### src/rtl/cskipa_mc_wrapper.sv
// rtl/cskipa_mc_wrapper.sv - multicycle issue/capture stage around the 12-bit carry-skip adder
// Optional self-check of captured results against launched operands: define ADD_SELFCHECK_EN.
module cskipa_mc_wrapper #(
  parameter int WIDTH      = 12,
  parameter int SETTLE_CYC = 2,
  parameter int FIFO_DEPTH = 2
) (
  input  logic             i_clk,
  input  logic             i_rst,
  input  logic             i_in_valid,
  output logic             o_in_ready,
  input  logic [WIDTH-1:0] i_in_a,
  input  logic [WIDTH-1:0] i_in_b,
  output logic [WIDTH-1:0] o_add_term1,
  output logic [WIDTH-1:0] o_add_term2,
  input  logic [WIDTH-1:0] i_sum,
  input  logic             i_cout,
  output logic             o_out_valid,
  input  logic             i_out_ready,
  output logic [WIDTH-1:0] o_out_sum,
  output logic             o_out_cout,
  output logic             o_busy
`ifdef ADD_SELFCHECK_EN
  ,
  output logic             o_mismatch,
  output logic [7:0]       o_err_cnt
`endif
);

  localparam int AW = (FIFO_DEPTH > 1) ? $clog2(FIFO_DEPTH) : 1;
  localparam int CW = AW + 1;
  localparam logic [CW-1:0] DEPTH_C  = CW'(FIFO_DEPTH);
  localparam logic [3:0]    SETTLE_C = 4'(SETTLE_CYC);

  localparam logic [1:0] S_IDLE   = 2'd0;
  localparam logic [1:0] S_SETTLE = 2'd1;
  localparam logic [1:0] S_HOLD   = 2'd2;

  logic [WIDTH-1:0] r_fifo_a [FIFO_DEPTH];
  logic [WIDTH-1:0] r_fifo_b [FIFO_DEPTH];
  logic [AW-1:0]    r_wr_ptr;
  logic [AW-1:0]    r_rd_ptr;
  logic [CW-1:0]    r_count;
  logic [1:0]       r_state;
  logic [3:0]       r_cnt;

  logic w_push;
  logic w_pop;
  logic w_nonempty;
  logic w_capture;

  assign w_nonempty = (r_count != '0);
  assign o_in_ready = (r_count != DEPTH_C);
  assign w_push     = i_in_valid && o_in_ready;
  // Pop only when the operand registers are free: from IDLE, or on the result handshake in HOLD.
  assign w_pop      = w_nonempty &&
                      ((r_state == S_IDLE) || ((r_state == S_HOLD) && i_out_ready));
  assign w_capture  = (r_state == S_SETTLE) && (r_cnt == 4'd1);
  assign o_busy     = (r_state != S_IDLE) || w_nonempty;

  always_ff @(posedge i_clk) begin
    if (w_push) begin
      r_fifo_a[r_wr_ptr] <= i_in_a;
      r_fifo_b[r_wr_ptr] <= i_in_b;
    end
  end

  always_ff @(posedge i_clk or posedge i_rst) begin
    if (i_rst) begin
      r_wr_ptr <= '0;
      r_rd_ptr <= '0;
      r_count  <= '0;
    end else begin
      if (w_push) r_wr_ptr <= r_wr_ptr + AW'(1);
      if (w_pop)  r_rd_ptr <= r_rd_ptr + AW'(1);
      case ({w_push, w_pop})
        2'b10:   r_count <= r_count + CW'(1);
        2'b01:   r_count <= r_count - CW'(1);
        default: r_count <= r_count;
      endcase
    end
  end

  always_ff @(posedge i_clk or posedge i_rst) begin
    if (i_rst) begin
      r_state     <= S_IDLE;
      r_cnt       <= '0;
      o_add_term1 <= '0;
      o_add_term2 <= '0;
      o_out_sum   <= '0;
      o_out_cout  <= 1'b0;
      o_out_valid <= 1'b0;
    end else begin
      case (r_state)
        S_IDLE: begin
          if (w_pop) begin
            o_add_term1 <= r_fifo_a[r_rd_ptr];
            o_add_term2 <= r_fifo_b[r_rd_ptr];
            r_cnt       <= SETTLE_C;
            r_state     <= S_SETTLE;
          end
        end
        S_SETTLE: begin
          r_cnt <= r_cnt - 4'd1;
          if (w_capture) begin
            o_out_sum   <= i_sum;
            o_out_cout  <= i_cout;
            o_out_valid <= 1'b1;
            r_state     <= S_HOLD;
          end
        end
        S_HOLD: begin
          if (i_out_ready) begin
            o_out_valid <= 1'b0;
            // Back-to-back: relaunch on the same edge the result is consumed.
            if (w_pop) begin
              o_add_term1 <= r_fifo_a[r_rd_ptr];
              o_add_term2 <= r_fifo_b[r_rd_ptr];
              r_cnt       <= SETTLE_C;
              r_state     <= S_SETTLE;
            end else begin
              r_state <= S_IDLE;
            end
          end
        end
        default: r_state <= S_IDLE;
      endcase
    end
  end

`ifdef ADD_SELFCHECK_EN
  logic [WIDTH:0] w_expect;
  assign w_expect = {1'b0, o_add_term1} + {1'b0, o_add_term2};

  always_ff @(posedge i_clk or posedge i_rst) begin
    if (i_rst) begin
      o_mismatch <= 1'b0;
      o_err_cnt  <= '0;
    end else if (w_capture && ({i_cout, i_sum} != w_expect)) begin
      o_mismatch <= 1'b1;
      if (o_err_cnt != 8'hFF) o_err_cnt <= o_err_cnt + 8'd1;
    end
  end
`endif

endmodule

### config.mk
export PLATFORM = sky130hd
export DESIGN_NAME = cskipa_mc_wrapper
export DESIGN_NICKNAME = d
export VERILOG_FILES = /design/src/rtl/cskipa_mc_wrapper.sv
export SDC_FILE = /design/constraint.sdc
export NUM_CORES = 1
export LEC_CHECK = 0
export CAP_MARGIN = 20
export CELL_PAD_IN_SITES_DETAIL_PLACEMENT = 0
export CELL_PAD_IN_SITES_GLOBAL_PLACEMENT = 1
export CORE_ASPECT_RATIO = 1.1
export CORE_MARGIN = 2
export CORE_UTILIZATION = 47
export CTS_BUF_LIST = sky130_fd_sc_hd__clkbuf_8
export DETAILED_ROUTE_END_ITERATION = 7
export PLACE_DENSITY = 0.9
export SLEW_MARGIN = 5
export SYNTH_ARGS = -nofsm -noshare
export SYNTH_HDL_FRONTEND = slang
export SYNTH_SLANG_ARGS = --single-unit
### constraint.sdc
create_clock -name i_clk -period 6.7 [get_ports i_clk]
set_clock_uncertainty 0.15 [all_clocks]
set_input_delay 1.005 -clock i_clk [delete_from_list [all_inputs] [get_ports i_clk]]
set_output_delay 1.005 -clock i_clk [all_outputs]
set_load 0.01 [all_outputs]
After elaboration in Yosys (flattened, before gate mapping) --
Memories as Yosys holds them, arrays and structs flattened. Cells that the tools add are included.
Cells by class: reduce and logical (&&, ||, !) cells 18, equality and inequality tests 9, add/sub/neg operators 5, mux-type cells 20
Operators by type and width (number):
- 2-to-1 mux 12 bit | 4
- case mux 12 bit (2 select lines) | 2
- case mux 4 bit (3 select lines) | 1
- nonzero test 2 bit | 5
- 2-to-1 mux 4 bit | 2
- != test 2 bit, second input constant | 4
- 2-to-1 mux 2 bit | 3
- case mux 2 bit (3 select lines) | 1
- AND reduction 2 bit | 3
- AND reduction 3 bit | 2
- 2-to-1 mux 1 bit | 5
- equality test 2 x 1 -> 1 bit, second input constant | 2
- equality test 2 bit, second input constant | 2
- equality test 4 x 1 -> 1 bit, second input constant | 1
- logical AND 1 bit | 4
- case mux 2 bit (2 select lines) | 1
- subtractor 4 x 1 -> 4 bit, second input constant | 1
- nonzero test 3 bit | 1
- adder 1 bit, second input constant | 2
- adder 2 x 1 -> 2 bit, second input constant | 1
- logical NOT 2 bit | 1
- logical OR 1 bit | 2
- case mux 1 bit (2 select lines) | 1
- subtractor 2 x 1 -> 2 bit, second input constant | 1
Word-level totals: output and inout bits 40, memories 2, word-level logic and storage cells 64, input port bits 41, bits in writable memories 48, bits in registers 48
Memories:
- r_fifo_a | words 2, bits a word 12, rd ports 1, clocked after memory_dff 0, write ports 1, line 39 | logic [WIDTH-1:0] r_fifo_a [FIFO_DEPTH];
- r_fifo_b | words 2, bits a word 12, rd ports 1, clocked after memory_dff 0, write ports 1, line 40 | logic [WIDTH-1:0] r_fifo_b [FIFO_DEPTH];

Logic depth before layout (Yosys ltp) --
depth in word-level cells 7, mapped depth 7, depth with buffers taken out 6

Worst setup path after synthesis --
OpenSTA, ideal clock, no wires.
kind input to register, from input port i_in_valid, to memory r_fifo_a[0][0], enable pin, setup time 0.405 ns, data arrival time 2.126 ns, data required time 6.145 ns, slack 4.019 ns, stages on the path 2, path through nand2_1 > nor2_1
Between the ends: cells in the longest elaborated chain, start to end 3
Ends and longest elaborated chain:
- from (decl) | line 10 | input logic i_in_valid,
- logical AND 1 bit | line 54 | assign w_push = i_in_valid && o_in_ready;
- 2-to-1 mux 1 bit | line 62 | if (w_push) begin
- 2-to-1 mux 1 bit (not written as such) | line 63 | r_fifo_a[r_wr_ptr] <= i_in_a;
- to (decl) | line 39
No other way between the ends.

Worst setup path in the final report --
from register r_count[0], to output port o_busy
Between the ends: cells in the longest elaborated chain, start to end 2
Ends and longest elaborated chain:
- from (decl) | line 43 | logic [CW-1:0] r_count;
- from (signal assigned) | line 77 | 2'b10: r_count <= r_count + CW'(1);
- from (signal assigned) | line 78 | 2'b01: r_count <= r_count - CW'(1);
- from (signal assigned) | line 79 | default: r_count <= r_count;
- nonzero test 2 bit | line 52 | assign w_nonempty = (r_count != '0);
- logical OR 1 bit | line 59 | assign o_busy = (r_state != S_IDLE) || w_nonempty;
- to (decl) | line 22 | output logic o_busy
No other way between the ends.

==> run metrics <==
die area 8638 µm²; ant diodes 0; core area 7785 µm²; Final GP Congestion 0.7468; Clock Path Buffers 2; Resized cells post-CTS 0; pre-CTS setup slack 3.583 ns; Async SR Flop Fraction 50.00%; total negative slack 0 ns; Slew headroom 57.72%; Total GRT Usage 15.46%; cell family with most CP delay buffers and inverters; Core Util, Final 62.63%; max-slew violations 0; RSZ-0062 raised after global routing no; non-filler instance count after layout 409; post-layout min period 2.788 ns; Synth Cell Area 3717 µm²; Core Rows 34; DRC viols 0; Worst path slowest cell clkdlybuf4s50_1; Clk pin slew, worst setup/hold paths 0.09 ns; Syn Inst Count 207; TritonCTS clock tree built; Distinct cells, synth 26; Port Buffer Count 80; initial core utilization 47.75%; share of cells above drive strength 1 24.92%; die height 97.28 µm; Post-Syn Area per Cell 17.96 µm²; Yosys top cell area share 38.77%; Critical Path Max Stage Delay 0.49 ns; Synth Register Bits 96; post-route cell area 4876 µm²; initial antenna violation count 0; post-CTS setup buffer count 0; I/O pin cnt 81; Antenna Nets Post-Route 0; crit end category output port; CP bufs+invs 1; root buffer cell clkbuf_8; Die W 88.80 µm; crit path kind reg2out; post-synthesis sequential area ratio 71.09%; Ys Warns 0; placed cell count 391; first-pass GRT wire length 10.02 mm; # clock sinks 96; cell taking the most area after synthesis edfxtp_1; WP data arrival 1.63 ns; critical path startpoint category flop; worst-path cell chain nor2_1, nand2_1, clkdlybuf4s50_1; largest net degree at the start of global routing 49; vias post-DR 1960; DRT iter0 DRCs 44; WL final 6.211 mm; Clock Latency Late Sink 0.35 ns; vias per cell 4.792; vias in the first global route 2088; grt ovf 0; final setup fails 0; DP HPWL 4.004 mm; Peak VDD IR 0.0002431 V; synth cell count leaders 48 x dfrtp_1, 48 x edfxtp_1, 39 x mux2_2; Num CTS Buffers 9; post-synthesis net count 251; Layout Nets 340; first drt pass iteration count 4; Synth Flop Type edfxtp_1; Tcrit/Tclk final 41.62%; Wirelength per Cell 15.19 µm; Slew @ Worst Pin 0.6343 ns; Hold WS 0.3401 ns; Min-Delay Path Class reg2reg; CTS hold repair buffers 0; static leakage 1.894 nW; Overall Power 2.242 mW; Synth area leaders edfxtp_1 39%, dfrtp_1 32%, mux2_2 12%; Max Freq 358.6 MHz; EDFF count, synth 48; critical path fanouts, max 4; Power Dens Cells 459.8 nW/µm²; synthesis-to-finish area growth 31.17%; H-tree depth 3; placed cell area 4618 µm²; number of max-cap violations 0; setup ws final 3.912 ns; status finished, final reports clean; CP Data Required Time 5.54 ns; Hold Vio Cnt, Final 0
==> sequential cells by signal, indices dropped and copies added (netlist names) <==
register     count
r_state          2
r_rd_ptr         1
o_add_term1     12
o_out_cout       1
r_cnt            4
r_wr_ptr         1
r_fifo_b        24
r_fifo_a        24
r_count          2
o_add_term2     12
o_out_valid      1
o_out_sum       12
==> layer usage <==
metal	wire length, µm	part of all wire (%)	vias up	track usage, %
li1	-	-	928	-
met2	3055	49	59	24.63
met1	2674	43	965	19.72
met3	419	6.7	8	5.098
met5	0	0	-	0
met4	61	0.98	0	5.245
==> worst reg2reg max path, cell delays in order (launching register included) <==
cell and delay [ns]:
dfrtp_1 0.43, nor2_1 0.12, a211oi_4 0.21, buf_4 0.40, ha_1 0.34, nor2_1 0.14, xor2_1 0.17
==> final cells by class <==
class	instances	area, µm²
fill	589	2909
sequential	96	2643
multi-input combinational	100	1002
timing repair buffer	85	858.3
tap	108	135.1
clock buffer	9	123.9
clock inverter	7	98.84
inverter	4	15.01
==> cells by family (layout without fill, tap and decap cells) <==
group                      Yosys count  after routing  share of synthesized area [%]
DFF                                 96             96                          71.09
and+or+nand+nor                     20             20                          3.029
xor gates and xnor gates             7              7                          1.649
adders and majority gates            3              3                          1.010
muxes                               61             61                          19.39
buffers and inverters               11            105                          2.019
AOI/OAI and AO/OA                    9              9                          1.818
==> where the power goes <==
| group | total (mW) | switching [mW] | leakage [nW] | internal [mW] |
|---|---|---|---|---|
| Clock | 0.412 | 0.198 | 0.111 | 0.213 |
| Sequential | 0.976 | 0.126 | 1.01 | 0.850 |
| Combinational | 0.854 | 0.337 | 0.774 | 0.518 |
| Total | 2.24 | 0.661 | 1.89 | 1.58 |
==> path summary, 6_finish.rpt <==
| path | cells after the start | start | end | slack (ns) |
|---|---|---|---|---|
| max | 3 | r_count[0] | o_busy | 3.91 |
| min | 1 | o_add_term2[2] | o_add_term2[2] | 0.34 |
| max reg2reg | 6 | r_count[0] | r_count[1] | 4.66 |
| min reg2reg | 1 | o_add_term2[2] | o_add_term2[2] | 0.34 |
| max in group asynchronous | 3 | i_rst | r_wr_ptr | 5.20 |
| min in group asynchronous | 2 | i_rst | o_add_term2[9] | 0.72 |
==> layout by cell type (no fill, tap or decap), drive strengths merged <==
master | netlist | final
xor2 | 3 | 3
nor2 | 5 | 5
and3 | 1 | 1
edfxtp | 48 | 48
clkdlybuf4s50 | 0 | 80
clkinvlp | 0 | 1
mux2 | 61 | 61
a21oi | 2 | 2
dfrtp | 48 | 48
ha | 3 | 3
nand3b | 1 | 1
clkbuf | 0 | 9
nor3b | 1 | 1
o31a | 1 | 1
xnor2 | 4 | 4
o21ai | 3 | 3
nor3 | 1 | 1
a211oi | 1 | 1
clkinv | 0 | 1
and2b | 1 | 1
nand2 | 7 | 7
buf | 7 | 5
o22ai | 1 | 1
bufinv | 0 | 2
o21bai | 1 | 1
nand2b | 3 | 3
inv | 4 | 7
No activity file was read; power rests on OpenSTA's default activity.
